--- config.mk ---
export PLATFORM = sky130hd
export DESIGN_NAME = button_counter
export DESIGN_NICKNAME = d
export VERILOG_FILES = /design/src/rtl/button_counter.sv
export SDC_FILE = /design/constraint.sdc
export NUM_CORES = 1
export LEC_CHECK = 0
export BUFFER_PORTS_ARGS = -buffer_cell sky130_fd_sc_hd__buf_2
export CORE_MARGIN = 10
export CORE_UTILIZATION = 54
export CTS_CLUSTER_SIZE = 24
export DETAILED_ROUTE_END_ITERATION = 8
export GPL_TIMING_DRIVEN = 0
export PLACE_DENSITY = 0.78
export SYNTH_ARGS = -nofsm -noshare
export SYNTH_HDL_FRONTEND = slang
export SYNTH_SLANG_ARGS = --single-unit
--- constraint.sdc ---
create_clock -name clk -period 1.6 [get_ports clk]
set_input_delay 0.32 -clock clk [delete_from_list [all_inputs] [get_ports clk]]
set_output_delay 0.32 -clock clk [all_outputs]
set_load 0.02 [all_outputs]
--- src/rtl/button_counter.sv ---
// button_counter
//   Three-button up/down/clear counter. Each raw button goes through a 2-flop
//   synchronizer and an independent debouncer; each debounced rising edge is
//   registered as a one-cycle press event that steps the count.
//
// Parameters
//   DEBOUNCE_CYCLES : consecutive stable clocks needed to accept a new level
//   MAX_VALUE       : upper count limit (1..255); up wraps to 0, down wraps here
//   HOLD_CYCLES     : hold time before the first autorepeat step
//   REPEAT_CYCLES   : interval between subsequent autorepeat steps
//
// Ports
//   clk      : clock, all state updates on the rising edge
//   rst_n    : asynchronous active-low reset
//   btn_up   : raw increment button, active-high
//   btn_down : raw decrement button, active-high
//   btn_clr  : raw clear button, active-high
//   data     : registered count 0..MAX_VALUE
//   upd      : one-cycle pulse in the cycle data takes a new value
//   wrap     : one-cycle pulse coincident with upd when the count wraps
//
// Build option
//   AUTOREPEAT_EN : when defined, a held up/down button repeats after
//                   HOLD_CYCLES and then every REPEAT_CYCLES.

module button_counter #(
  parameter int unsigned DEBOUNCE_CYCLES = 2000,
  parameter int unsigned MAX_VALUE       = 99,
  parameter int unsigned HOLD_CYCLES     = 500000,
  parameter int unsigned REPEAT_CYCLES   = 100000
) (
  input  logic       clk,
  input  logic       rst_n,
  input  logic       btn_up,
  input  logic       btn_down,
  input  logic       btn_clr,
  output logic [7:0] data,
  output logic       upd,
  output logic       wrap
);

  localparam int unsigned DW = (DEBOUNCE_CYCLES > 1) ? $clog2(DEBOUNCE_CYCLES) : 1;
  localparam logic [DW-1:0] DB_LAST = DW'(DEBOUNCE_CYCLES - 1);
  localparam logic [7:0] MAXV = 8'(MAX_VALUE);

  // Bit 0 = up, bit 1 = down, bit 2 = clear.
  logic [2:0] raw;
  logic [2:0] press_v;
  logic [1:0] rep_v;

  assign raw = {btn_clr, btn_down, btn_up};

`ifdef AUTOREPEAT_EN
  localparam int unsigned RMAX = (HOLD_CYCLES > REPEAT_CYCLES) ? HOLD_CYCLES : REPEAT_CYCLES;
  localparam int unsigned RW   = $clog2(RMAX + 1);
  localparam logic [RW-1:0] HOLD_LAST = RW'(HOLD_CYCLES - 1);
  localparam logic [RW-1:0] REP_LAST  = RW'(REPEAT_CYCLES - 1);
`else
  assign rep_v = '0;
`endif

  for (genvar g = 0; g < 3; g++) begin : g_btn
    logic          s1, s2, deb, prs;
    logic [DW-1:0] cnt;
    logic          last;

    // Debounced level is about to toggle on this edge.
    assign last = (s2 != deb) && (cnt == DB_LAST);

    always_ff @(posedge clk or negedge rst_n) begin
      if (!rst_n) begin
        s1  <= 1'b0;
        s2  <= 1'b0;
        deb <= 1'b0;
        prs <= 1'b0;
        cnt <= '0;
      end else begin
        s1  <= raw[g];
        s2  <= s1;
        // Press is registered on the same edge the debounced level rises.
        prs <= last && !deb;
        if (s2 == deb) begin
          cnt <= '0;
        end else if (cnt == DB_LAST) begin
          cnt <= '0;
          deb <= ~deb;
        end else begin
          cnt <= cnt + 1'b1;
        end
      end
    end

    assign press_v[g] = prs;

`ifdef AUTOREPEAT_EN
    if (g < 2) begin : g_rep
      logic          act, phase, rep;
      logic [RW-1:0] rcnt;
      logic [RW-1:0] lim;

      assign lim = phase ? REP_LAST : HOLD_LAST;

      // A release on the same edge as a due repeat wins, so no step is
      // issued once the debounced level has started to fall.
      always_ff @(posedge clk or negedge rst_n) begin
        if (!rst_n) begin
          act   <= 1'b0;
          phase <= 1'b0;
          rep   <= 1'b0;
          rcnt  <= '0;
        end else begin
          rep <= 1'b0;
          if (last && !deb) begin
            act   <= 1'b1;
            phase <= 1'b0;
            rcnt  <= '0;
          end else if ((last && deb) || press_v[2]) begin
            act <= 1'b0;
          end else if (act) begin
            if (rcnt == lim) begin
              rep   <= 1'b1;
              phase <= 1'b1;
              rcnt  <= '0;
            end else begin
              rcnt <= rcnt + 1'b1;
            end
          end
        end
      end

      assign rep_v[g] = rep;
    end
`endif
  end

  logic up_ev, dn_ev, clr_ev;

  assign up_ev  = press_v[0] | rep_v[0];
  assign dn_ev  = press_v[1] | rep_v[1];
  assign clr_ev = press_v[2];

  always_ff @(posedge clk or negedge rst_n) begin
    if (!rst_n) begin
      data <= '0;
      upd  <= 1'b0;
      wrap <= 1'b0;
    end else begin
      upd  <= 1'b0;
      wrap <= 1'b0;
      if (clr_ev) begin
        if (data != '0) begin
          data <= '0;
          upd  <= 1'b1;
        end
      end else if (up_ev && dn_ev) begin
        // Opposing steps cancel.
      end else if (up_ev) begin
        upd <= 1'b1;
        if (data == MAXV) begin
          data <= '0;
          wrap <= 1'b1;
        end else begin
          data <= data + 8'd1;
        end
      end else if (dn_ev) begin
        upd <= 1'b1;
        if (data == '0) begin
          data <= MAXV;
          wrap <= 1'b1;
        end else begin
          data <= data - 8'd1;
        end
      end
    end
  end

endmodule

# Yosys cells after proc, flatten, opt, wreduce, memory -nomap -nowiden
# Index checks and enable logic that the tools add are counted.
# totals
ff_bits	55
elab_cells	82
# classes
add_sub_neg	5
eq_ne	12
n_mux	24
bitwise	6
n_reduce_logical	17
# ops
operator	count
2-to-1 mux 11 bit	6
2-to-1 mux 8 bit	7
adder 11 x 1 -> 11 bit, second input constant	3
== test 11 bit, second input constant	3
2-to-1 mux 1 bit	11
adder 8 x 1 -> 8 bit, second input constant	1
== test 8 x 7 -> 1 bit, second input constant	1
logical NOT 8 bit	1
nonzero test 8 bit	1
subtractor 8 x 1 -> 8 bit, second input constant	1
logical AND 1 bit	7
inverter 1 bit	6
AND reduction 2 bit	3
== test 1 bit	3
logical NOT 1 bit	3
!= test 1 bit	3
AND reduction 3 bit	1
nonzero test 3 bit	1
!= test 2 x 1 -> 1 bit, second input constant	1
!= test 2 bit, second input constant	1

# Depth between registers and ports, before layout
# logic_depth
ltp_word	6
mapped_depth	7
mapped_depth_nobuf	7

# Worst setup path after synthesis
# Ideal clock, no wire load.
# synth_timing
kind	register to register
startpoint	reg data[0]
endpoint	reg data[3]
arrival_time_ps	1845
setup_slack_ps	-314
stages_incl_launch_ff	8
period_less_slack_ps	1914
path_cell_list	dfrtp_1 inv_1 ha_1 nor4b_1 mux2_1 a21o_1 or3_1 nand3_1
# synth_via
elab_chain_len	6
elab_cells_between_ends	13
# synth_lines
item	line_no	rtl
start, declared	37	output logic [7:0] data,
start signal, assigned	163	data <= data + 8'd1;
start signal, assigned	171	data <= data - 8'd1;
subtractor 8 x 1 -> 8 bit / logical NOT 8 bit (equally long branches)	171, 167	
2-to-1 mux 8 bit	167	if (data == '0) begin
2-to-1 mux 8 bit	165	end else if (dn_ev) begin
2-to-1 mux 8 bit	157	end else if (up_ev) begin
2-to-1 mux 8 bit	155	end else if (up_ev && dn_ev) begin
2-to-1 mux 8 bit	150	if (clr_ev) begin
# Several ways; a longest one is shown, not always the timed one. The select of a mux whose other input is x is not followed.
# A chain may end at the register's enable or synchronous reset.

# Final worst setup path
# layout_timing
startpoint	reg data[1]
endpoint	reg data[3]
# The elaborated chain is that of the path after synthesis.

==> metrics.yaml <==
routing:
  drc: 0
  drt_iter0_drc: 72
  wl_per_cell_um: 14.3
  drt_wl_total_um: 5120
  num_vias: 1985
  first_pass_iters: 4
  post_drt_via_cell_ratio: 5.53
  antenna_left: 0
synth:
  synth_top_area_share: 0.521
  syn_inst: 255
  synth_top_flop_cell: "dfrtp_1"
  yosysSeqAreaShare: 0.521
  avgSynthCellArea_sq_um: 10.4
  synth_common_cells: "dfrtp_1 (55), nor2_1 (38), xnor2_1 (19)"
  ys_seq_elements: 55
  synthDistinctLibCells: 42
  synth_edf_count: 0
  async_flop_share: 1.00
  synth_area_leaders: "dfrtp_1 (52%), xnor2_1 (6.3%), nor2_1 (5.4%)"
  syn_nets: 268
  synthesis.area_sq_mm: 0.00264
  synth.largest_area_cell: "dfrtp_1"
  yosysWarnings: 0
  synth.most_common_cell: "dfrtp_1"
cts:
  insertion_delay_ns: 0.31
  cts_buffers: 5
  htreeDepth: 2
  cts_tree: "done"
  clk_transition_reported_paths_ns: 0.10
  root_buffer: "clkbuf_8"
  cts.sinks: 55
  cts.path.max_buffers: 2
timing:
  finalCritPeriodShare: 1.11
  fin_crit_ns: 1.77
  fin_skew_ns: 0.00898
  drv_slew: 0
  finalSetupTns_ns: -0.585
  finalHoldViolCount: 0
  worst_slack_ns: -0.170
  max_freq_mhz: 565
  setup_violations: 6
  slew_headroom: 0.226
  worst_pin_slew_ns: 1.16
  grt_setup_unrepaired: "true"
worst_setup_path:
  crit_fanout: 4
  r2r_cells: 6
  startpoint_type: "flip-flop"
  critical_path_class: "flip-flop to flip-flop"
  worst_ep_required_time_ns: 1.84
  endpoint_kind: "flip-flop"
  arrival_ns: 2.01
hold_path:
  hold-path-cell-count: 1
  hold_class: "input pin to flip-flop"
finish:
  utilization: 0.683
  drive_above_1_share: 0.291
  diodes: 0
  nNetsFinal: 304
  syn_to_final_growth_pct: 22.1
  fillerInstances: 333
global_route:
  grt_pass1_wl_um: 8600
  track_usage: 0.122
  grt_max_degree: 56
  grt_pass1_vias: 1962
  antenna_found_initial: 0
  grt_overflow: 0
placement:
  gp_congestion: 0.902
  numPortBuffers: 14
  dp_hpwl_um: 3160
job:
  cap_violations: 0
power:
  vdd_drop_max_mv: 0.576
  power_density_mw_per_mm2: 720
  finalPower_w: 0.00232
  p_leak_nw: 1.49
run_status:
  failed_checks: "setup timing"
  outcome: "complete, but fails checks"
die:
  die_x_um: 90.0
  io_pins: 15
  core_area_sq_mm: 0.00472
  dieArea_sq_mm: 0.00809
  die_h_um: 90.0
  initial_utilization: 0.560
  rows: 25
## path summary, 6_finish.rpt
kind | startpoint | to | slack, ns
hold reg to reg | g_btn[1].s1$_DFF_PN0_ | g_btn[1].s2$_DFF_PN0_ | 0.36
hold / removal | btn_down | g_btn[1].s1$_DFF_PN0_ | 0.12
max in group asynchronous | rst_n | data[0]$_DFFE_PN0P_ | 0.57
setup / recovery | data[1]$_DFFE_PN0P_ | data[3]$_DFFE_PN0P_ | -0.17
setup reg to reg | data[1]$_DFFE_PN0P_ | data[3]$_DFFE_PN0P_ | -0.17
min in group asynchronous | rst_n | data[4]$_DFFE_PN0P_ | 0.22
## worst max-delay path, stage by stage, from the launching register on
cell	delay (ns)
dfrtp_2	0.46
ha_4	0.17
and4b_4	0.19
mux2_4	0.26
a21o_1	0.19
or3_1	0.36
nand3_1	0.07
## logic make-up after synthesis
group           Yosys count  synth area share
compound gates           26            0.0663
xor+xnor                 32             0.106
simple gates            118             0.228
buf+inv                  12            0.0241
flops                    55             0.521
fa+ha+maj                 8            0.0379
mux                       4            0.0170
## state kept, by name (all words and copies together), names as in the netlist
signal / count
g_btn.cnt: 33
data: 8
g_btn.deb: 3
g_btn.s1: 3
g_btn.s2: 3
clr_ev: 1
dn_ev: 1
g_btn.prs: 1
upd: 1
wrap: 1
## power by group
| group | switching, W | leakage [nW] | internal [W] | total (W) |
|---|---|---|---|---|
| sequential | 0.0000181 | 0.742 | 0.00141 | 0.00143 |
| clock | 0.000449 | 0.0474 | 0.000354 | 0.000803 |
| combinational | 0.0000546 | 0.704 | 0.0000320 | 0.0000866 |
| total | 0.000522 | 1.49 | 0.00180 | 0.00232 |
## placed cells by master, fill, tap and decap left out, types with 2 or more instances in the layout
master     n
nand3_1   14
nand2_2    3
xor2_1    13
dfrtp_1   52
o31ai_2    2
ha_2       3
nor3_1     3
nand4_1    5
and3_4     3
nand2b_1   2
xnor2_1   19
buf_4     16
inv_1      3
a31oi_1    2
ha_4       3
and3_1    12
nand2_1   14
nor2b_1    3
ha_1       2
buf_2     14
inv_2      3
dfrtp_2    3
nor3b_1    3
nor4_2     2
nor2_1    38
nor4_4     2
a211oi_2   2
clkbuf_8   6
o21ai_0    4
nor3_4     2
mux2_2     3
buf_6      4
a21oi_1    4
and4_1     2
## per-layer routing
layer,share of wire,vias up,track usage
met2,0.49,57,0.199
met4,0.018,0,0.0411
met3,0.047,13,0.0333
met5,0,-,0
li1,-,956,-
met1,0.45,959,0.152
## cell type report
| type | instances | area, sq um | share of cell area |
|---|---|---|---|
| Sequential cell | 55 | 1380 | 0.428 |
| Multi-Input combinational cell | 188 | 1400 | 0.434 |
| Clock buffer | 6 | 82.6 | 0.0256 |
| Inverter | 6 | 22.5 | 0.00698 |
| Clock inverter | 2 | 16.3 | 0.00504 |
| Buffer | 5 | 46.3 | 0.0143 |
| Timing Repair Buffer | 30 | 194 | 0.0601 |
| Tap cell | 67 | 83.8 | 0.0260 |
## per-stage QoR
step                      instance area [sq um]  instances  hold slack, ns  setup slack [ns]
after floorplan                            2690        255          0.0244            -0.104
after global placement                     2840        336           0.333            -0.472
after detailed placement                   2840        336           0.335            -0.528
after CTS                                  3100        356          0.0993            -0.147
after global routing                       3230        359          0.0999            -0.225
final                                      3230        359           0.117            -0.170
## what timing repair did
| action | CTS | global route |
|---|---|---|
| hold buffers | 0 | 0 |
| setup buffers | 12 | 4 |
| resized for setup | 15 | 28 |
| cloned | 0 | 0 |
| pin swaps | 4 | 11 |
| setup endpoints to repair | 21 | 31 |
Power figures use the tool's default switching activity.
